### src/rtl/instr_fetch_unit_if.sv
// Bus bundle for instr_fetch_unit: program loading, control and the
// instruction presentation handshake.
//
// Handshake: a word is transferred on every rising clock edge where
// instr_valid and instr_ready are both high. While instr_valid is high and
// instr_ready is low, instr, pc and instr_valid hold stable. instr_valid
// never depends combinationally on instr_ready.
interface instr_fetch_unit_if #(
  parameter int DEPTH = 64,
  parameter int WIDTH = 32
);
  localparam int AW = $clog2(DEPTH);

  logic             load_en;
  logic [WIDTH-1:0] load_data;
  logic             clear;
  logic             start;
  logic [WIDTH-1:0] instr;
  logic             instr_valid;
  logic             instr_ready;
  logic [AW-1:0]    pc;
  logic [AW:0]      count;
  logic             busy;
  logic             done;
  logic             overflow;

  // Host side: loads the program, controls the unit, consumes instructions.
  modport master (
    output load_en, load_data, clear, start, instr_ready,
    input  instr, instr_valid, pc, count, busy, done, overflow
  );

  // Fetch unit side.
  modport slave (
    input  load_en, load_data, clear, start, instr_ready,
    output instr, instr_valid, pc, count, busy, done, overflow
  );
endinterface

### src/rtl/instr_fetch_unit.sv
// Instruction fetch unit: a small program memory that is filled word by
// word in IDLE and then streamed out in order from address 0 in RUN.
// Each word goes through a synchronous read (READ), a registered capture
// (LATCH) and is then presented (SHOW) until the consumer accepts it, so a
// word becomes valid two clock edges after start or after the previous
// handshake. An all-zero word is a halt marker: it is never presented and
// ends the run.
module instr_fetch_unit #(
  parameter int DEPTH = 64,
  parameter int WIDTH = 32
) (
  input  logic                clk,
  input  logic                rst,
  instr_fetch_unit_if.slave   bus_io,
  output logic [1:0]          state_o
);
  localparam int AW = $clog2(DEPTH);
  localparam int CW = AW + 1;
  localparam logic [CW-1:0] DEPTH_C = CW'(DEPTH);

  typedef enum logic [1:0] {
    S_IDLE = 2'd0,
    S_RUN  = 2'd1,
    S_DONE = 2'd2
  } state_e;

  // Sub-phase of RUN: where the current word is in the read pipeline.
  typedef enum logic [1:0] {
    PH_READ  = 2'd0,
    PH_LATCH = 2'd1,
    PH_SHOW  = 2'd2
  } phase_e;

  state_e           state_q, state_d;
  phase_e           phase_q, phase_d;
  logic [AW-1:0]    pc_q, pc_d;
  logic [CW-1:0]    count_q, count_d;
  logic [WIDTH-1:0] instr_q, instr_d;
  logic             valid_q, valid_d;
  logic             overflow_q, overflow_d;
  logic             mem_we;
  logic [WIDTH-1:0] rdata_q;
  logic [WIDTH-1:0] mem [DEPTH];

  // Control registers; reset wins over every input.
  always_ff @(posedge clk) begin
    if (rst) begin
      state_q    <= S_IDLE;
      phase_q    <= PH_READ;
      pc_q       <= '0;
      count_q    <= '0;
      instr_q    <= '0;
      valid_q    <= 1'b0;
      overflow_q <= 1'b0;
    end else begin
      state_q    <= state_d;
      phase_q    <= phase_d;
      pc_q       <= pc_d;
      count_q    <= count_d;
      instr_q    <= instr_d;
      valid_q    <= valid_d;
      overflow_q <= overflow_d;
    end
  end

  // Program memory: write port used only while loading in IDLE, read port
  // registered every cycle from pc (contents survive reset and clear).
  always_ff @(posedge clk) begin
    if (mem_we) begin
      mem[count_q[AW-1:0]] <= bus_io.load_data;
    end
    rdata_q <= mem[pc_q];
  end

  // Next-state logic: clear beats start/load_en, then per-state behaviour.
  always_comb begin
    state_d    = state_q;
    phase_d    = phase_q;
    pc_d       = pc_q;
    count_d    = count_q;
    instr_d    = instr_q;
    valid_d    = valid_q;
    overflow_d = overflow_q;
    mem_we     = 1'b0;

    if (bus_io.clear) begin
      state_d    = S_IDLE;
      phase_d    = PH_READ;
      pc_d       = '0;
      count_d    = '0;
      instr_d    = '0;
      valid_d    = 1'b0;
      overflow_d = 1'b0;
    end else begin
      unique case (state_q)
        S_IDLE: begin
          if (bus_io.load_en) begin
            if (count_q == DEPTH_C) begin
              overflow_d = 1'b1;
            end else begin
              mem_we  = 1'b1;
              count_d = count_q + CW'(1);
            end
          end
          // Uses count_d so a same-cycle load is part of the program.
          if (bus_io.start && (count_d != '0)) begin
            state_d = S_RUN;
            phase_d = PH_READ;
            pc_d    = '0;
          end
        end
        S_RUN: begin
          unique case (phase_q)
            PH_READ: begin
              phase_d = PH_LATCH;
            end
            PH_LATCH: begin
              if (rdata_q == '0) begin
                state_d = S_DONE;
              end else begin
                instr_d = rdata_q;
                valid_d = 1'b1;
                phase_d = PH_SHOW;
              end
            end
            PH_SHOW: begin
              if (bus_io.instr_ready) begin
                valid_d = 1'b0;
                if ({1'b0, pc_q} == count_q - CW'(1)) begin
                  state_d = S_DONE;
                end else begin
                  pc_d    = pc_q + AW'(1);
                  phase_d = PH_READ;
                end
              end
            end
            default: begin
              phase_d = PH_READ;
            end
          endcase
        end
        S_DONE: begin
          if (bus_io.start) begin
            state_d = S_RUN;
            phase_d = PH_READ;
            pc_d    = '0;
          end
        end
        default: begin
          state_d = S_IDLE;
        end
      endcase
    end
  end

  assign bus_io.instr       = instr_q;
  assign bus_io.instr_valid = valid_q;
  assign bus_io.pc          = pc_q;
  assign bus_io.count       = count_q;
  assign bus_io.busy        = (state_q == S_RUN);
  assign bus_io.done        = (state_q == S_DONE);
  assign bus_io.overflow    = overflow_q;
  assign state_o            = state_q;
endmodule
### src/flat_wrapper.sv
// flat-port wrapper written by rule: the top's interface ports become plain ports
module instr_fetch_unit_flat 
#(
  parameter int DEPTH = 64,
  parameter int WIDTH = 32
)
  (clk, rst, state_o, bus_io_load_en, bus_io_load_data, bus_io_clear, bus_io_start, bus_io_instr_ready, bus_io_instr, bus_io_instr_valid, bus_io_pc, bus_io_count, bus_io_busy, bus_io_done, bus_io_overflow);
  instr_fetch_unit_if #(.DEPTH(DEPTH), .WIDTH(WIDTH)) bus_io_i ();
  input  logic clk;
  input  logic rst;
  output logic [1:0] state_o;
  input wire logic [$bits(bus_io_i.load_en)-1:0] bus_io_load_en;
  input wire logic [$bits(bus_io_i.load_data)-1:0] bus_io_load_data;
  input wire logic [$bits(bus_io_i.clear)-1:0] bus_io_clear;
  input wire logic [$bits(bus_io_i.start)-1:0] bus_io_start;
  input wire logic [$bits(bus_io_i.instr_ready)-1:0] bus_io_instr_ready;
  output wire logic [$bits(bus_io_i.instr)-1:0] bus_io_instr;
  output wire logic [$bits(bus_io_i.instr_valid)-1:0] bus_io_instr_valid;
  output wire logic [$bits(bus_io_i.pc)-1:0] bus_io_pc;
  output wire logic [$bits(bus_io_i.count)-1:0] bus_io_count;
  output wire logic [$bits(bus_io_i.busy)-1:0] bus_io_busy;
  output wire logic [$bits(bus_io_i.done)-1:0] bus_io_done;
  output wire logic [$bits(bus_io_i.overflow)-1:0] bus_io_overflow;
  assign bus_io_i.load_en = bus_io_load_en;
  assign bus_io_i.load_data = bus_io_load_data;
  assign bus_io_i.clear = bus_io_clear;
  assign bus_io_i.start = bus_io_start;
  assign bus_io_i.instr_ready = bus_io_instr_ready;
  assign bus_io_instr = bus_io_i.instr;
  assign bus_io_instr_valid = bus_io_i.instr_valid;
  assign bus_io_pc = bus_io_i.pc;
  assign bus_io_count = bus_io_i.count;
  assign bus_io_busy = bus_io_i.busy;
  assign bus_io_done = bus_io_i.done;
  assign bus_io_overflow = bus_io_i.overflow;
  instr_fetch_unit #(.DEPTH(DEPTH), .WIDTH(WIDTH)) u_core (.clk(clk), .rst(rst), .bus_io(bus_io_i), .state_o(state_o));
endmodule
### config.mk
export PLATFORM = sky130hd
export DESIGN_NAME = instr_fetch_unit_flat
export DESIGN_NICKNAME = d
export VERILOG_FILES = /design/src/rtl/instr_fetch_unit_if.sv /design/src/rtl/instr_fetch_unit.sv /design/src/flat_wrapper.sv
export SDC_FILE = /design/constraint.sdc
export NUM_CORES = 2
export LEC_CHECK = 0
export ABC_CLOCK_PERIOD_IN_PS = 3900
export CAP_MARGIN = 20
export CORE_MARGIN = 2
export CORE_UTILIZATION = 55
export DETAILED_ROUTE_END_ITERATION = 6
export MAX_ROUTING_LAYER = met4
export PLACE_DENSITY = 0.74
export SLEW_MARGIN = 20
export SYNTH_ARGS = -nofsm -noshare
export SYNTH_HDL_FRONTEND = slang
export SYNTH_SLANG_ARGS = --single-unit
### constraint.sdc
create_clock -name clk -period 3.9 [get_ports clk]
set_clock_uncertainty 0.05 [all_clocks]
set_input_delay 0.78 -clock clk [delete_from_list [all_inputs] [get_ports clk]]
set_output_delay 0.78 -clock clk [all_outputs]
set_load 0.02 [all_outputs]
Yosys cells after proc, flatten, opt, wreduce, memory -nomap -nowiden. Memory sizes are Yosys's and may differ from the RTL's. A register that Yosys moved wholly into a read port is not among the register bits. Index checks and enable logic that the tools add are counted.

Add/sub/neg operators: 3. Equal/unequal tests: 19. Multiplexer cells: 33. Bitwise logic cells: 1. Reduce and logical (&&, ||, !) cells: 14.

Operators with widths (count): $logic_not 32->1 (1); $mux 6 (5); $mux 7 (4); $mux 2 (10); $pmux 2 s3 (3); $pmux 6 s3 (1); $reduce_and 6->1 (3); $ne 2x2->1 const B (5); $ne 3x3->1 const B (3); $mux 1 (8); $add 7x1->7 const B (1); $eq 6x7->1 (1); $eq 7x7->1 const B (1); $reduce_bool 7->1 (1); $sub 7x1->7 const B (1); $add 6x1->6 const B (1); $ne 3x2->1 const B (2); $reduce_and 3->1 (2); $eq 2x1->1 const B (2); $eq 2x2->1 const B (2); $logic_not 2->1 (2); $ne 2x1->1 const B (2); $pmux 2 s2 (1); $reduce_and 4->1 (1); other kinds (7) (7).

Bits in registers: 51. RAM bits: 2048. Input port bits: 38. Output and inout port bits: 51. Logic and storage cells: 78. Memories: 1.

Memory list: u_core.mem (depth 64, width 32, rd ports 1, clocked after memory_dff 1, wr ports 1, line instr_fetch_unit.sv:43) `logic [WIDTH-1:0] mem [DEPTH];`.

Logic depth before layout (Yosys ltp).
Word-level depth: 9. Depth in mapped cells: 9. Mapped depth without buffers: 8.

Worst setup path before layout. OpenSTA, ideal clock, no wires.

Kind: reg2reg. Start point: register u_core.count_q[0], in the netlist u_core.bus_io.count[0]. End point: memory u_core.mem[19][0] (enable). Library setup time: 421 ps. Arrival time: 3448 ps. Data required time: 3429 ps. Slack: -19 ps. Stages on the path, launching flop included: 9. Path buffers: 1. Period minus slack after synthesis: 3919 ps. Path through: dfxtp_1 -> clkbuf_1 -> inv_1 -> ha_1 -> nand2_1 -> nor3_1 -> nor4_1 -> nand3_1 -> nor2_1.

Longest elaborated chain between the ends: 7.

Ends and longest elaborated chain: from (decl) (line instr_fetch_unit.sv:37) `logic [CW-1:0] count_q, count_d;`; from (signal assigned) (line instr_fetch_unit.sv:59) `count_q <= count_d;`; $eq 7x7->1 (line instr_fetch_unit.sv:98) `if (count_q == DEPTH_C) begin`; $mux 1 (line instr_fetch_unit.sv:98); $mux 1 (line instr_fetch_unit.sv:97) `if (bus_io.load_en) begin`; $mux 1 (line instr_fetch_unit.sv:95) `unique case (state_q)`; $mux 1 (line instr_fetch_unit.sv:86) `if (bus_io.clear) begin`; $mux 1 (line instr_fetch_unit.sv:69) `if (mem_we) begin`; $mux 1 (implied by the code) (line instr_fetch_unit.sv:70) `mem[count_q[AW-1:0]] <= bus_io.load_data;`; to (decl) (line instr_fetch_unit.sv:43).

Parallel ways exist; a longest one is shown, timed or not.

Final worst setup path.
Start point: register u_core.state_q[0], in the netlist u_core.state_o[0]. End point: output port bus_io_busy.

Longest elaborated chain between the ends: 1.

Ends and longest elaborated chain: from (decl) (line instr_fetch_unit.sv:34) `state_e state_q, state_d;`; from (signal assigned) (line instr_fetch_unit.sv:56) `state_q <= state_d;`; $eq 2x1->1 (line instr_fetch_unit.sv:160) `assign bus_io.busy = (state_q == S_RUN);`; to (decl) (line flat_wrapper.sv:21) `output wire logic [$bits(bus_io_i.busy)-1:0] bus_io_busy;`.

Every way passes these cells.

==> results.tsv <==
stage	metric	value	unit
run_status	outcome	finished clean	
sta	fin. max-slew vios	0	
detailed_routing	routed len/inst	33.4	µm
power_and_ir_drop	Max VDD drop	0.453	mV
global_routing	global route total overflow	0	
detailed_routing	drt pass-1 iters	5	
sta	fin worst setup slack	0.239	ns
detailed_routing	drt drc	0	
sta	Final Hold Fails	0	
clocking	CTS tree	done	
cells_and_area	final instance area	92800	µm²
cells_and_area	ratio of cells with drive above 1 in the final layout	33.5	%
sta	Final period util	93.9	%
place	RD Place Congestion	0.839	
place	port buffer count	88	
clocking	Sink Count	2131	
clocking	CTS Buf Count	203	
logic_synthesis	Cell variety after synth	49	
floorplan	Placement Rows	140	
detailed_routing	Routed WL	190000	µm
place	Placed Area	86000	µm²
logic_synthesis	main flop type after synthesis	edfxtp_1	
logic_synthesis	Syn Nets	3339	
logic_synthesis	post-synth top area share	76.0	%
logic_synthesis	Mapped Area	80900	µm²
power_and_ir_drop	cell leakage power	27.9	nW
cells_and_area	most common cell after layout, fill and taps aside	edfxtp_1	
clocking	clock root buffer master	clkbuf_16	
sta	RSZ-0062 raised after global routing	no	
cells_and_area	Final Core Density	63.6	%
sta	maximum clock rate	0.273	GHz
cells_and_area	Layout Nets	3630	
logic_synthesis	Area contributors post-synth	edfxtp_1, mux4_2, dfxtp_1	
detailed_routing	routed vias	37300	
cells_and_area	Multi-input gate area	17400	µm²
sta	minimum clock period	3.66	ns
job	Max-Cap Viols	0	
place	Placed Cells	5296	
power_and_ir_drop	pwr dens	492	nW/µm²
logic_synthesis	Yosys reg bits	2131	
setup_path	critical path startpoint	u_core.state_o[0]	
sta	Hold Slack	0.299	ns
global_routing	Top Usage Layer GRT	met2	
global_routing	pin count of the biggest net entering global routing	83	
clocking	H-tree levels	4	
global_routing	antenna violations before repair	14	
sta	measured slew at the worst slew-check pin	1.10	ns
cells_and_area	area grow syn2layout	14.7	%
logic_synthesis	post-synthesis cell count	3293	
detailed_routing	Routed Antenna Nets	0	
sta	Slew headroom	26.4	%
clocking	postcts setup bufs	0	
setup_path	depth of the worst register-to-register path	9	
min_path	Hold Path Class	input port to flop	
logic_synthesis	number of enable flip-flop cells after synthesis	2048	
global_routing	first-pass GRT wire length	275000	µm
clocking	cts repair resizes	0	
setup_path	Max FO, Critical Path	9	
setup_path	Setup CP Type	flop to output pin	
cells_and_area	most frequent cells in the layout	edfxtp_1, mux4_2, clkbuf_16, buf_4, dfxtp_1	
cells_and_area	fillers	9117	
setup_path	Critical R2R Capture	u_core.mem[17][23]	
cells_and_area	register cell area after layout	63200	µm²
detailed_routing	initial DRC count	4570	
logic_synthesis	Synth async-reset ratio	0	%
floorplan	Die X-Extent	388	µm
logic_synthesis	largest area contributor in the netlist	edfxtp_1	
place	post-detail-place hpwl	114000	µm
global_routing	met3 usage	5.66	%
cells_and_area	fin cells	5680	
logic_synthesis	Yosys warning total	0	
floorplan	die area	150000	µm²
clocking	clock slew at reported path FFs	0.06	ns
sta	setup TNS	0	ns
setup_path	register-to-register setup slack	0.61	ns
logic_synthesis	synthesized area per cell	24.6	µm²
floorplan	core area	146000	µm²
sta	Finish-stage setup viols	0	
floorplan	IO Count	89	
global_routing	vias in the first global route	37600	
detailed_routing	routed vias/inst	6.57	
global_routing	GRT met1 Usage	37.2	%
global_routing	total track usage	26.5	%
setup_path	Worst EP arrival	2.83	ns
floorplan	Starting Density	55.4	%
global_routing	GRT met2 Usage	40.8	%
clocking	CTS Buffer Depth	3	
power_and_ir_drop	total power	45.6	mW
place	post-place setup slack	0.337	ns
floorplan	Die Y	388	µm
setup_path	Setup crit start kind	flop	
setup_path	worst r2r src	u_core.bus_io.count[1]	
setup_path	crit end category	output pin	
clocking	hold_buf cts	0	
clocking	worst skew pair latency	0.83	ns
logic_synthesis	post-synthesis sequential area ratio	78.1	%
setup_path	Worst Setup EP	bus_io_busy	
setup_path	required time of the worst setup path	3.07	ns
where the power goes:
part / switching, mW / internal (mW) / leakage [nW]
Combinational: 0.479 / 0.106 / 5.53
Sequential: 0.0455 / 25.1 / 19.1
Clock: 8.45 / 11.5 / 3.28
Total: 8.97 / 36.7 / 27.9
registers in the layout (all words and copies together), names as in the netlist:
signal	count
u_core.state_o	2
u_core.bus_io.overflow	1
u_core.bus_io.instr	32
u_core.bus_io.instr_valid	1
u_core.rdata_q	32
u_core.bus_io.count	7
u_core.phase_q	2
u_core.mem	2048
u_core.bus_io.pc	6
cell type report:
cell class	instances	share of cell area, %
Clock inverter	130	1.51
Inverter	10	0.0404
Timing Repair Buffer	263	3.26
Antenna cell	6	0.0162
Sequential cell	2131	68.1
Multi-Input combinational cell	975	18.7
Clock buffer	248	5.78
Tap cell	1917	2.58
cells in the mapped netlist, types with 2 or more instances:
cell      instances
edfxtp_1       2048
mux4_2          672
nor2_1          115
clkbuf_1         91
dfxtp_1          83
buf_2            65
mux2i_1          34
nand2_1          26
buf_1            16
nand3_1          16
nor4_1           11
inv_1            10
a21oi_1           9
xnor2_1           9
ha_1              8
nor3_1            8
or3_1             8
nand4_1           7
o21ai_0           6
a31oi_1           5
and2_1            5
buf_6             4
a211oi_1          3
a311oi_1          3
xor2_1            3
nand2b_1          2
nor2b_1           2
o22ai_1           2
o31ai_1           2
cells by family (layout without fill, tap and decap cells):
family | count (synthesis) | in the layout | share of synthesized area, %
DFF | 2131 | 2131 | 78.1
muxes | 706 | 706 | 19.1
and+or+nand+nor | 207 | 207 | 1.15
buffers and inverters | 187 | 651 | 1.01
AOI/OAI and AO/OA | 42 | 42 | 0.382
xor gates and xnor gates | 12 | 12 | 0.130
adders and majority gates | 8 | 8 | 0.124
other | 0 | 6 | 0
how the worst min path moves through the flow:
stage / start / endpoint / slack [ns] / cells past startpoint
final: bus_io_load_data[16] / u_core.mem[26][16] / 0.30 / 1
after floorplan: u_core.phase_q[1] / u_core.phase_q[1] / 0.40 / 2
after detailed placement: u_core.bus_io.instr[19] / u_core.bus_io.instr[19] / 0.44 / 2
after global routing: bus_io_load_data[16] / u_core.mem[30][16] / 0.28 / 1
after global placement: u_core.phase_q[1] / u_core.phase_q[1] / 0.42 / 2
after CTS: bus_io_load_data[16] / u_core.mem[26][16] / 0.26 / 1
layer usage:
metal / wire [µm] / vias to the layer above
met1: 73600 / 20200
li1: - / 14800
met3: 19400 / 244
met2: 93200 / 2071
met5: 0 / -
met4: 3450 / 0
worst max-delay path, stage by stage, from the launching register on:
cell	delay, ns
dfxtp_1	0.54
inv_1	0.21
nor2_1	0.33
buf_4	0.28
clkdlybuf4s50_1	0.63
Power figures use the tool's default switching activity.
